File: src/rtl/fetch_pkg.sv
// ---------------------------------------------------------------------------
// fetch_pkg -- constants and helpers shared by the instruction-fetch stage.
//   NOP_INSTR        : instruction word used for a squashed IF/ID slot
//   RESET_PC_DEFAULT : default reset vector for the PC
//   PC_STEP_DEFAULT  : default sequential PC increment (bytes)
//   word_align()     : clears address bits [1:0] of a redirect target
// ---------------------------------------------------------------------------
package fetch_pkg;

  localparam logic [31:0] NOP_INSTR        = 32'h0000_0000;
  localparam logic [31:0] RESET_PC_DEFAULT = 32'h0000_0000;
  localparam int unsigned PC_STEP_DEFAULT  = 4;

  function automatic logic [31:0] word_align(input logic [31:0] addr);
    return {addr[31:2], 2'b00};
  endfunction

endpackage

File: src/rtl/pc_reg.sv
// ---------------------------------------------------------------------------
// pc_reg -- program counter with next-PC priority selection.
// Ports:
//   clk, rst_n          : clock, asynchronous active-low reset
//   pc_write_i          : hazard enable; 0 holds PC unless redirected
//   branch_taken_i      : redirect to branch_target_i (highest priority)
//   branch_target_i     : branch destination
//   jump_i              : redirect to jump_target_i
//   jump_target_i       : jump destination
//   pc_o                : current PC
//   pc_plus_step_o      : PC + PC_STEP (wraps modulo 2^32)
// ---------------------------------------------------------------------------
module pc_reg
  import fetch_pkg::*;
#(
  parameter logic [31:0] RESET_PC = RESET_PC_DEFAULT,
  parameter int unsigned PC_STEP  = PC_STEP_DEFAULT
) (
  input  logic        clk,
  input  logic        rst_n,
  input  logic        pc_write_i,
  input  logic        branch_taken_i,
  input  logic [31:0] branch_target_i,
  input  logic        jump_i,
  input  logic [31:0] jump_target_i,
  output logic [31:0] pc_o,
  output logic [31:0] pc_plus_step_o
);

  logic [31:0] pc_q;
  logic [31:0] pc_d;

  // 32-bit add: carry out is dropped so the sequential PC wraps to zero.
  assign pc_plus_step_o = pc_q + 32'(PC_STEP);
  assign pc_o           = pc_q;

  // A redirect loads even while the hazard unit is stalling the PC.
  always_comb begin
    pc_d = pc_q;
    if (branch_taken_i) begin
      pc_d = word_align(branch_target_i);
    end else if (jump_i) begin
      pc_d = word_align(jump_target_i);
    end else if (pc_write_i) begin
      pc_d = pc_plus_step_o;
    end
  end

  always_ff @(posedge clk or negedge rst_n) begin
    if (!rst_n) begin
      pc_q <= RESET_PC;
    end else begin
      pc_q <= pc_d;
    end
  end

endmodule

File: src/rtl/fetch_stage.sv
// ---------------------------------------------------------------------------
// fetch_stage -- instruction fetch: PC, instruction-memory address and the
// IF/ID pipeline register.
// Ports:
//   clk, rst_n                  : clock, asynchronous active-low reset
//   pc_write                    : 0 stalls the PC (redirects still load)
//   ifid_write                  : 0 holds the IF/ID register
//   ifid_flush                  : squash IF/ID to a bubble (beats ifid_write)
//   branch_taken, branch_target : branch redirect (beats jump)
//   jump, jump_target           : jump redirect
//   im_addr                     : instruction-memory address (= PC)
//   im_instr                    : combinational instruction-memory data
//   ifid_instr, ifid_pc_plus4   : registered instruction and PC+PC_STEP
//   ifid_valid                  : IF/ID holds a real instruction
//   stall_cnt, flush_cnt        : saturating performance counters, only
//                                 present when FETCH_PERF_CNT_EN is defined
// ---------------------------------------------------------------------------
module fetch_stage
  import fetch_pkg::*;
#(
  parameter logic [31:0] RESET_PC = RESET_PC_DEFAULT,
  parameter int unsigned PC_STEP  = PC_STEP_DEFAULT
) (
  input  logic        clk,
  input  logic        rst_n,
  input  logic        pc_write,
  input  logic        ifid_write,
  input  logic        ifid_flush,
  input  logic        branch_taken,
  input  logic [31:0] branch_target,
  input  logic        jump,
  input  logic [31:0] jump_target,
  output logic [31:0] im_addr,
  input  logic [31:0] im_instr,
  output logic [31:0] ifid_instr,
  output logic [31:0] ifid_pc_plus4,
  output logic        ifid_valid
`ifdef FETCH_PERF_CNT_EN
  ,
  output logic [31:0] stall_cnt,
  output logic [31:0] flush_cnt
`endif
);

  logic [31:0] pc_plus_step;

  pc_reg #(
    .RESET_PC (RESET_PC),
    .PC_STEP  (PC_STEP)
  ) u_pc_reg (
    .clk             (clk),
    .rst_n           (rst_n),
    .pc_write_i      (pc_write),
    .branch_taken_i  (branch_taken),
    .branch_target_i (branch_target),
    .jump_i          (jump),
    .jump_target_i   (jump_target),
    .pc_o            (im_addr),
    .pc_plus_step_o  (pc_plus_step)
  );

  // IF/ID register
  logic [31:0] ifid_instr_q;
  logic [31:0] ifid_pc_plus4_q;
  logic        ifid_valid_q;

  always_ff @(posedge clk or negedge rst_n) begin
    if (!rst_n) begin
      ifid_instr_q    <= NOP_INSTR;
      ifid_pc_plus4_q <= 32'h0;
      ifid_valid_q    <= 1'b0;
    end else if (ifid_flush) begin
      ifid_instr_q    <= NOP_INSTR;
      ifid_pc_plus4_q <= 32'h0;
      ifid_valid_q    <= 1'b0;
    end else if (ifid_write) begin
      ifid_instr_q    <= im_instr;
      ifid_pc_plus4_q <= pc_plus_step;
      ifid_valid_q    <= 1'b1;
    end
  end

  assign ifid_instr    = ifid_instr_q;
  assign ifid_pc_plus4 = ifid_pc_plus4_q;
  assign ifid_valid    = ifid_valid_q;

`ifdef FETCH_PERF_CNT_EN
  logic [31:0] stall_cnt_q;
  logic [31:0] flush_cnt_q;
  logic        stall_evt;

  // A cycle counts as a stall only when the PC really holds.
  assign stall_evt = !pc_write && !branch_taken && !jump;

  always_ff @(posedge clk or negedge rst_n) begin
    if (!rst_n) begin
      stall_cnt_q <= 32'h0;
      flush_cnt_q <= 32'h0;
    end else begin
      if (stall_evt && (stall_cnt_q != 32'hFFFF_FFFF)) begin
        stall_cnt_q <= stall_cnt_q + 32'd1;
      end
      if (ifid_flush && (flush_cnt_q != 32'hFFFF_FFFF)) begin
        flush_cnt_q <= flush_cnt_q + 32'd1;
      end
    end
  end

  assign stall_cnt = stall_cnt_q;
  assign flush_cnt = flush_cnt_q;
`endif

endmodule

File: config.mk
export PLATFORM = sky130hd
export DESIGN_NAME = fetch_stage
export DESIGN_NICKNAME = d
export VERILOG_FILES = /design/src/rtl/fetch_pkg.sv /design/src/rtl/pc_reg.sv /design/src/rtl/fetch_stage.sv
export SDC_FILE = /design/constraint.sdc
export NUM_CORES = 1
export LEC_CHECK = 0
export BUFFER_PORTS_ARGS = -buffer_cell sky130_fd_sc_hd__buf_2
export CORE_ASPECT_RATIO = 1.2
export CORE_MARGIN = 2
export CORE_UTILIZATION = 53
export CTS_CLUSTER_DIAMETER = 100
export DETAILED_ROUTE_END_ITERATION = 10
export PLACE_DENSITY = 0.95
export REMOVE_ABC_BUFFERS = 1
export SYNTH_ARGS = -nofsm -noshare
export SYNTH_HDL_FRONTEND = slang
export SYNTH_HIERARCHICAL = 1
export SYNTH_SLANG_ARGS = --single-unit
File: constraint.sdc
create_clock -name clk -period 4.3 [get_ports clk]
set_input_delay 0.43 -clock clk [delete_from_list [all_inputs] [get_ports clk]]
set_output_delay 0.43 -clock clk [all_outputs]
set_load 0.01 [all_outputs]
---- Word-level counts from Yosys, hierarchy flattened ----
Cells that the tools add are included.
word-level totals
  flip-flop bits (word level) ............. 97
  bits of input ports ..................... 103
  output and inout port bits .............. 97
  logic and storage cells ................. 16
operators by class
  add/subtract/negate cells ............... 1
  muxes and demuxes ....................... 9
  reductions and logical operators ........ 2
operators by type and width
  cell                     count
  $mux W32                 7
  $add A32 B3 Y32 const B  1
  $reduce_bool A3 Y1       1
  $mux W1                  2
  $reduce_bool A2 Y1       1

---- Logic depth before layout (Yosys ltp) ----
Gate-level depths: netlist (run 1).
  word-level depth ........................ 4
  mapped depth ............................ 7
  gate-level depth less buffers ........... 7

---- Hierarchy ----
Netlist (run 1), hierarchy kept.
modules (own cells, without submodules)
  module       times used  cells an instance  area an instance (um2)  sequential area each (um2)
  fetch_stage  1           209                2637.5                  1626.6
  pc_reg       1           299                2389.8                  750.7

---- Worst setup path after synthesis (run 1) ----
OpenSTA, ideal clock, no wires.
  path kind ............................... flip-flop to flip-flop
  start point ............................. register u_pc_reg.pc_q[6], in the netlist u_pc_reg/pc_o[6]
  end point ............................... register ifid_pc_plus4_q[26], in the netlist ifid_pc_plus4[26]
  setup time .............................. 0.072 ns
  arrival time ............................ 1.823 ns
  required time ........................... 4.228 ns
  setup slack ............................. 2.405 ns
  cell stages (with the launch flop) ...... 8
  path buffers ............................ 1
  clock period less this slack ............ 1.895 ns
  cells stage by stage .................... dfrtp_1 -> buf_4 -> nand4_4 -> or4_4 -> nor3_2 -> xor2_1 -> mux2i_1 -> nor2_1
on the way
  word-level cells in the longest chain between the ends .. 3
ends and longest elaborated chain
  element                 line               text
  from (decl)             pc_reg.sv:30       logic [31:0] pc_q;
  from (signal assigned)  pc_reg.sv:53       pc_q <= pc_d;
  $add A32 B3 Y32         pc_reg.sv:34       assign pc_plus_step_o = pc_q + 32'(PC_STEP);
  via pc_plus_step[26]    fetch_stage.sv:45  logic [31:0] pc_plus_step;
  $mux W32                fetch_stage.sv:76  end else if (ifid_write) begin
  $mux W32                fetch_stage.sv:72  end else if (ifid_flush) begin
  to (signal assigned)    fetch_stage.sv:78  ifid_pc_plus4_q <= pc_plus_step;
  to (decl)               fetch_stage.sv:64  logic [31:0] ifid_pc_plus4_q;
The timed path passes the listed nets, and every way through them passes these cells. The select of a mux whose other input is x is not followed.
A chain may end at the register's enable or synchronous reset.

---- Worst setup path in the final report (run 1) ----
  start point ............................. register u_pc_reg.pc_q[2], in the netlist u_pc_reg/pc_o[2]
  end point ............................... register ifid_pc_plus4_q[28], in the netlist ifid_pc_plus4[28]
The elaborated chain is that of the path after synthesis.

==> results_dict.tcl, run 1 <==
set metrics [dict create \
    slew_headroom 0.193 \
    synth_top_flop_cell "dfrtp_1" \
    antenna_found_initial 0 \
    cts_root_buf "clkbuf_8" \
    p_per_area_mw_per_mm2 330 \
    dp_hpwl_um 9020 \
    synth_top_cell_area_share 0.473 \
    cts.sinks 95 \
    tritoncts "built" \
    placementRows 38 \
    ir_worst_vdd_uv 278 \
    crit_family "simple AND/OR/NAND/NOR gates" \
    fin_skew_ns 0.00884 \
    switching_share 0.302 \
    crit_type "reg2reg" \
    synth_adder_area_share 0.00249 \
    grt-ovfl-total 0 \
    post_route_cells_drive_above_1_share 0.355 \
    synth_simple_gate_area_frac 0.177 \
    seq_area_mm2 0.00238 \
    dpl_cell_area_mm2 0.00592 \
    synth-compound-area-share 0.0971 \
    p_sw_mw 0.609 \
    max_slew.worst_pin.slew_ns 1.21 \
    synth-async-reset-ratio 1.00 \
    synth_xor_area_frac 0.0592 \
    synth_top_area_cell "dfrtp_1" \
    crit_path_end_kind "flop" \
    first_pass_iters 4 \
    start_util 0.551 \
    hold_viol_final 0 \
    wire_per_inst_um 16.4 \
    clk_pin_slew_worst_paths_ns 0.09 \
    yosysSeqAreaShare 0.473 \
    finalMaxSlewViolations 0 \
    drt_wl_total_um 13100 \
    n_fill_cell 710 \
    die_x_um 92.9 \
    numCtsBuffers 9 \
    drv_cap 0 \
    seq_power_share 0.508 \
    final_common_cell "buf_2" \
    core_mm2 0.00913 \
    p_leak_nw 3.16 \
    dieArea_mm2 0.0103 \
    yosys_warnings 6 \
    ant_nets 0 \
    cts_max_path_buffers 2 \
    synthesis.instances 508 \
    vias 4445 \
    grt_max_degree 66 \
    grt_pass1_vias 4433 \
    p_clk_frac 0.290 \
    antenna_cells 0 \
    critPathBufInv 0 \
    setup_tns_ns 0 \
    routed_via_density 5.56 \
    intPower_mw 1.41 \
    num_io_pins 200 \
    status "finished, final reports clean" \
    h-tree-depth 3 \
    fin_nets 779 \
    rsz0062_at_grt "no" \
    drc 0 \
    postSynthRegisterBits 95 \
    fin_area_mm2 0.00611 \
    cp_slowest_cell "nor4_2" \
    clk_latency_ns 0.36 \
    area_growth_pct 21.6 \
    synthDistinctLibCells 36 \
    min_period_over_period 0.561 \
    worstPathMaxFanout 6 \
    hp-class "in2async" \
    drt-initial-drc-count 217 \
    place_congestion 0.815 \
    syn_area_per_cell_um2 9.90 \
    pwr-share-comb 0.201 \
    final_util 0.670 \
    slowest_delay_ns 0.68 \
    track_usage 0.253 \
    yosys-top-cells-area "dfrtp_1 47%, mux2i_1 13%, nor2_1 5.7%, xnor2_1 4.2%, a31o_2 3.7%" \
    multi_input_area_mm2 0.00239 \
    synth_top_family_by_area "simple AND/OR/NAND/NOR gates" \
    hold_buffers 0 \
    clock.fmax_ghz 0.414 \
    arrival_ns 2.69 \
    fp.dieH_um 111 \
    cp_cell_sequence "ha_1, nand2_1, nor4_2, nand4_1, xnor2_1, mux2i_1, nor2_1" \
    crit_required_ns 4.58 \
    final_cell_mix "191 x buf_2, 95 x dfrtp_1, 76 x nor2_1" \
    layout_min_cycle_time_ns 2.41 \
    port_buffers 193 \
    cp-start-kind "flop" \
    cts_setup_buffers 0 \
    synth-edff-count 0 \
    synth_area_mm2 0.00503 \
    cts_resized 0 \
    grt_pass1_wl_um 20900 \
    muxShareOfSynthArea 0.136 \
    setup_viol 0 \
]
## final timing paths
check / start / end / slack (ns) / cells after the start
setup / recovery: u_pc_reg/pc_o[2] / ifid_pc_plus4[28] / 1.89 / 7
hold / removal: rst_n / ifid_instr[25] / 0.06 / 1
setup reg to reg: u_pc_reg/pc_o[2] / ifid_pc_plus4[28] / 1.89 / 7
hold reg to reg: ifid_valid / ifid_valid / 0.51 / 2
max in group asynchronous: rst_n / ifid_pc_plus4[19] / 3.18 / 2
min in group clk: branch_target[3] / u_pc_reg/pc_o[3] / 0.28 / 3
## stage by stage
step / setup slack (ns) / hold slack [ns] / power [mW] / std cells
CTS: 1.95 / 0.0760 / 2.02 / 799
finish: 1.89 / 0.0612 / 2.02 / 799
global route: 1.78 / 0.103 / 2.11 / 799
detailed placement: 1.95 / 0.476 / 1.45 / 784
global placement: 2.06 / 0.462 / 1.43 / 784
floorplan: 2.39 / 0.134 / 1.23 / 469
## layout make-up
cell class / count / area share
clock inverter: 5 / 0.00983
multi-input combinational: 368 / 0.391
sequential: 95 / 0.389
tap: 120 / 0.0246
clock buffer: 10 / 0.0209
inverter: 6 / 0.00368
timing repair buffer: 195 / 0.161
## synthesized netlist by cell type (4+ instances only)
library cell,count
and3_1,4
nand4_1,9
buf_4,7
o21ai_0,31
nor3_1,7
dfrtp_1,95
clkbuf_1,22
nand2_1,40
xnor2_1,24
buf_8,5
nand3_1,11
mux2i_1,66
buf_2,4
a21oi_1,28
nor2_1,77
nor3b_1,19
xor2_1,10
inv_1,6
a31o_2,21
## state kept, by name, indices dropped and copies added, names as in the netlist
name and cells:
ifid_instr 32, ifid_pc_plus4 32, u_pc_reg/pc_o 30, ifid_valid 1
## worst reg2reg max path, stage by stage (launching register included)
cell and delay (ns):
dfrtp_1 0.46, ha_1 0.30, nand2_1 0.21, nor4_2 0.68
nand4_1 0.21, xnor2_1 0.24, mux2i_1 0.10, nor2_1 0.14
## routing by layer
metal / global-route usage / vias up / wire length, um
met5: 0 / - / 0
met4: 0.115 / 0 / 335
met3: 0.0421 / 27 / 772
met2: 0.430 / 173 / 6660
met1: 0.312 / 2174 / 5300
li1: - / 2071 / -
## logic make-up (layout without fill, tap and decap cells)
| logic type | Yosys count | in the layout |
|---|---|---|
| other | 1 | 4 |
| buffers and inverters | 48 | 216 |
| AO/OA/AOI/OAI | 81 | 81 |
| multiplexers | 68 | 68 |
| adder cells (fa/ha/maj) | 1 | 1 |
| XOR/XNOR | 34 | 34 |
| flip-flops | 95 | 95 |
| AND/OR/NAND/NOR | 180 | 180 |
## power by group through the flow
stage          clock, mW  combinational [mW]  sequential (mW)
6_report           0.585               0.406             1.02
5_1_grt            0.627               0.447             1.03
4_1_cts            0.589               0.408             1.02
3_5_place_dp           0               0.407             1.04
3_3_place_gp           0               0.390             1.04
2_1_floorplan          0               0.164             1.06
(Power assumes the default switching activity.)
==> run 2, diff against run 1 <==
- CORE_UTILIZATION: 53 -> 44
- PLACE_DENSITY: 0.95 -> 0.88
- clock period: 4.3 -> 1.94 ns (I/O delays scaled with it)
==> run 2 against run 1 <==
  * Critical path depth down 1
  * Cell area up 8.6%
  * Cell count up 8.6%
  * Setup slack worse by 1.8 ns
  * Clock skew down 0.0019 ns
  * Clock power rose to 3.2 times the previous value
  * Fmax up 30%
  * Via count up 0.27%
  * Largest power group unchanged
==> results_dict.tcl, run 2 (synthesis gave the netlist of run 1 again) <==
set metrics [dict create \
    routed-wl-met2_um 6790 \
    cts.sinks 95 \
    ant_nets 0 \
    start_util 0.453 \
    numCtsBuffers 9 \
    fin_area_mm2 0.00664 \
    dpl_cell_area_mm2 0.00623 \
    cp-start-kind "flop" \
    place_congestion 0.816 \
    post_route_cells_drive_above_1_share 0.396 \
    p_per_area_mw_per_mm2 771 \
    wire_per_inst_um 15.4 \
    critPathBufInv 0 \
    hp-class "in2reg" \
    area_growth_pct 32.1 \
    placementRows 42 \
    dp_hpwl_um 9500 \
    cts_root_buf "clkbuf_16" \
    clk_latency_ns 0.33 \
    ir_worst_vdd_uv 545 \
    clk_pin_slew_worst_paths_ns 0.07 \
    grt-ovfl-total 0 \
    port_buffers 193 \
    switching_share 0.276 \
    setup_viol 0 \
    arrival_ns 2.12 \
    first_pass_iters 4 \
    drt_wl_total_um 13400 \
    track_usage 0.219 \
    pwr-share-comb 0.198 \
    wl_met3_um 738 \
    highest_layer "met4" \
    grt_max_degree 66 \
    die_x_um 102 \
    grt_pass1_wl_um 21100 \
    cp_slowest_cell "or4_4" \
    min_period_over_period 0.955 \
    seq_power_share 0.438 \
    final_util 0.599 \
    final_common_cell "buf_2" \
    fin_skew_ns 0.00690 \
    grt_pass1_vias 4531 \
    crit_required_ns 2.21 \
    finalMaxSlewViolations 0 \
    max_slew.worst_pin.slew_ns 1.06 \
    multi_input_area_mm2 0.00244 \
    n_fill_cell 948 \
    slowest_delay_ns 0.63 \
    seq_area_mm2 0.00238 \
    met1_length_um 5560 \
    slew_headroom 0.289 \
    report.power.total_mw 5.12 \
    antenna_cells 0 \
    layout_min_cycle_time_ns 1.85 \
    final_cell_mix "191 x buf_2, 95 x dfrtp_1, 76 x nor2_1" \
    antenna_found_initial 0 \
    hold_viol_final 0 \
    crit_type "reg2reg" \
    dieArea_mm2 0.0123 \
    p_clk_frac 0.364 \
    crit_path_end_kind "flop" \
    drv_cap 0 \
    drc 0 \
    status "finished, final reports clean" \
    p_leak_nw 3.46 \
    worstPathMaxFanout 4 \
    num_io_pins 200 \
    routed_via_density 5.13 \
    tritoncts "built" \
    cts_max_path_buffers 2 \
    core_mm2 0.0111 \
    vias 4457 \
    drt-initial-drc-count 212 \
    h-tree-depth 3 \
    crit_family "simple AND/OR/NAND/NOR gates" \
    fp.dieH_um 121 \
    fin_nets 813 \
    intPower_mw 3.71 \
    p_sw_mw 1.41 \
    clock.fmax_ghz 0.540 \
    cp_cell_sequence "nand4_4, or4_4, nor3_4, xor2_1, mux2i_1, nor2_1" \
]
run 2: changes by cell type in the layout (fill, tap and decap cells not counted), sizes merged:
cell and delta:
clkinv +3, clkbuf +2, buf +33, clkinvlp -4, dlygate4sd3 +1
run 2: tightest hold or removal path: stages:
cell and delay [ns]:
buf_2 0.08, nand2_1 0.04, o21ai_0 0.06
run 2: path summary, 6_finish.rpt:
check	start	to	slack, ns	depth (start not counted)
worst min-delay path	branch_target[12]	u_pc_reg/pc_o[12]	0.07	3
worst max-delay path	u_pc_reg/pc_o[5]	ifid_pc_plus4[26]	0.09	6
max in group asynchronous	rst_n	ifid_pc_plus4[3]	0.93	3
min in group asynchronous	rst_n	ifid_instr[28]	0.39	2
worst min register to register	ifid_pc_plus4[3]	ifid_pc_plus4[3]	0.52	2
worst max register to register	u_pc_reg/pc_o[5]	ifid_pc_plus4[26]	0.09	6
run 2: per-stage QoR:
stage	hold slack [ns]	worst slack, ns	std cells	TNS (ns)
finish	0.0747	0.0871	868	0
global route	0.0857	-0.00707	868	-0.00839
CTS	0.0683	0.0466	865	0
detailed placement	0.207	0.0556	848	0
global placement	0.195	0.117	848	0
floorplan	-0.102	0.0278	469	0
run 2: per-layer routing:
metal / track usage / vias to the layer above
met5: 0 / -
met4: 0.0743 / 0
met1: 0.253 / 2144
li1: - / 2145
met3: 0.0513 / 22
met2: 0.391 / 146
run 2: cell type report:
class	instances	area share
flip-flops and latches	95	0.358
well taps	154	0.0290
inverters	6	0.00339
multi-input cells	368	0.367
repair buffers	229	0.194
clock buffers	12	0.0401
clock inverters	4	0.00791
run 2: power groups by stage:
stage	clock network, mW	registers [mW]	logic (mW)
6_report	1.86	2.24	1.02
3_5_place_dp	0	2.28	0.999
2_1_floorplan	0	2.36	0.364
5_1_grt	1.99	2.26	1.11
4_1_cts	1.89	2.24	1.00
3_3_place_gp	0	2.27	0.975
run 2: what timing repair did:
action | CTS | global route
hold buffers | 1 | 0
hold endpoints to repair | 37 | 0
setup buffers | 0 | 3
setup endpoints to repair | 0 | 11
resized for setup | 0 | 11
==> run 3, diff against run 2 <==
- PLACE_DENSITY: 0.88 -> default
- PLACE_DENSITY_LB_ADDON: default -> 0.12
==> run 3 against run 2 <==
  * Register-to-register slack hardly changed
  * Critical path depth is 1 higher
  * Critical endpoint unchanged
  * First-iteration DRC count is 25% lower
  * Setup slack worse by 0.010 ns
  * Via count is 0.34% lower
  * Sequential power hardly changed
==> results_dict.tcl, run 3 (synthesis gave the netlist of run 1 again) <==
set metrics [dict create \
    core_mm2 0.0111 \
    dp_cells 849 \
    n_fill_cell 986 \
    setup_tns_ns 0 \
    routed_via_density 5.07 \
    layout_min_cycle_time_ns 1.86 \
    place_congestion 0.788 \
    arrival_ns 2.12 \
    worstPathMaxFanout 3 \
    numCtsBuffers 9 \
    antenna_cells 0 \
    drt_wl_total_um 13500 \
    rsz0062_at_grt "yes" \
    final_cell_mix "191 x buf_2, 95 x dfrtp_1, 76 x nor2_1" \
    p_per_area_mw_per_mm2 748 \
    vias 4442 \
    met1_length_um 5890 \
    wire_per_inst_um 15.4 \
    drc 0 \
    final_util 0.601 \
    placementRows 42 \
    rrSetupSlack_ns 0.08 \
    wl_met3_um 756 \
    fp.dieH_um 121 \
    cts.sinks 95 \
    die_x_um 102 \
    r2r_start "u_pc_reg/pc_o[2]" \
    tritoncts "built" \
    grt-ovfl-total 0 \
    drt-initial-drc-count 158 \
    grt_max_degree 66 \
    fin_skew_ns 0.00781 \
    cts_root_buf "clkbuf_16" \
    port_buffers 193 \
    dieArea_mm2 0.0123 \
    p_leak_nw 3.49 \
    clock.fmax_ghz 0.537 \
    ant_nets 0 \
    crit_required_ns 2.20 \
    slew_headroom 0.274 \
    first_pass_iters 5 \
    holdPathEnd "u_pc_reg/pc_o[4]" \
    rr_worst_depth 7 \
    clk_latency_ns 0.34 \
    max_slew.worst_pin.slew_ns 1.09 \
    area_growth_pct 32.5 \
    seq_area_mm2 0.00238 \
    min_period_over_period 0.960 \
    grt_pass1_vias 4333 \
    fin_nets 821 \
    track_usage 0.221 \
    num_io_pins 200 \
    holdCritStartpoint "branch_target[4]" \
    cp-start-kind "flop" \
    grt_pass1_wl_um 21400 \
    crit_path_end_kind "flop" \
    multi_input_area_mm2 0.00243 \
    clk_pin_slew_worst_paths_ns 0.07 \
    antenna_found_initial 0 \
    finalMaxSlewViolations 0 \
    h-tree-depth 3 \
    status "finished, final reports clean" \
    cts_max_path_buffers 2 \
    final_common_cell "buf_2" \
    hold_viol_final 0 \
    holdPathStages 3 \
    crit_type "reg2reg" \
    setup_viol 0 \
    routed-wl-met2_um 6730 \
    post_route_cells_drive_above_1_share 0.402 \
    start_util 0.453 \
    hp-class "in2reg" \
    whs_ns 0.0711 \
    final_cells 876 \
    timing.rr.end "ifid_pc_plus4[26]" \
    highest_layer "met4" \
    dp_hpwl_um 9460 \
    drv_cap 0 \
    ir_worst_vdd_uv 448 \
    report.power.total_mw 4.98 \
]
-- run 3: cell count changes in the layout (fill, tap and decap cells not counted), moves of 2 or more --
cell,delta
buf_4,+8
inv_6,+5
clkbuf_8,-3
clkinv_4,-2
xnor2_1,-2
xnor2_2,+2
-- run 3: cell type report --
cell class | instances | share of cell area
clock buffer | 9 | 0.0338
clock inverter | 7 | 0.00902
inverter | 6 | 0.00338
multi-input combinational | 368 | 0.366
sequential | 95 | 0.357
tap | 154 | 0.0289
timing repair buffer | 237 | 0.202
-- run 3: how the worst max path moves through the flow --
stage / from / end / slack [ns] / cells past startpoint
after global placement: u_pc_reg/pc_o[6] / u_pc_reg/pc_o[25] / 0.12 / 7
final: u_pc_reg/pc_o[2] / ifid_pc_plus4[26] / 0.08 / 7
after detailed placement: u_pc_reg/pc_o[3] / ifid_pc_plus4[26] / 0.08 / 7
after global routing: u_pc_reg/pc_o[2] / ifid_pc_plus4[26] / -0.02 / 7
after CTS: u_pc_reg/pc_o[3] / ifid_pc_plus4[26] / 0.05 / 7
after floorplan: u_pc_reg/pc_o[5] / ifid_pc_plus4[26] / 0.03 / 6
-- run 3: where the power goes --
part	internal [mW]	switching (mW)	leakage, nW
clock	0.901	0.825	0.144
combinational	0.478	0.538	2.12
sequential	2.12	0.119	1.23
-- run 3: worst max-delay path, stage by stage, from the launching register on --
cell and delay, ns:
dfrtp_1 0.39, ha_2 0.23, nand2_4 0.07, or4_4 0.53, nor3_4 0.14, xor2_1 0.21, mux2i_1 0.10, nor2_1 0.11
-- run 3: timing repair --
action	in CTS	in global routing
endpoints found under the setup margin	0	8
resized for setup	0	10
setup buffers	0	10
hold buffers	1	0
hold endpoints to repair	33	0
-- run 3: layer usage --
metal	GRT usage	vias to the layer above
met3	0.0530	6
li1	-	2168
met5	0	-
met1	0.293	2143
met4	0.0617	0
met2	0.361	125
-- run 3: through the flow --
step / setup slack [ns] / cell area, um2
final: 0.0768 / 6660
after detailed placement: 0.0776 / 6240
after global routing: -0.0215 / 6660
after CTS: 0.0495 / 6530
after floorplan: 0.0278 / 4790
after global placement: 0.119 / 6240
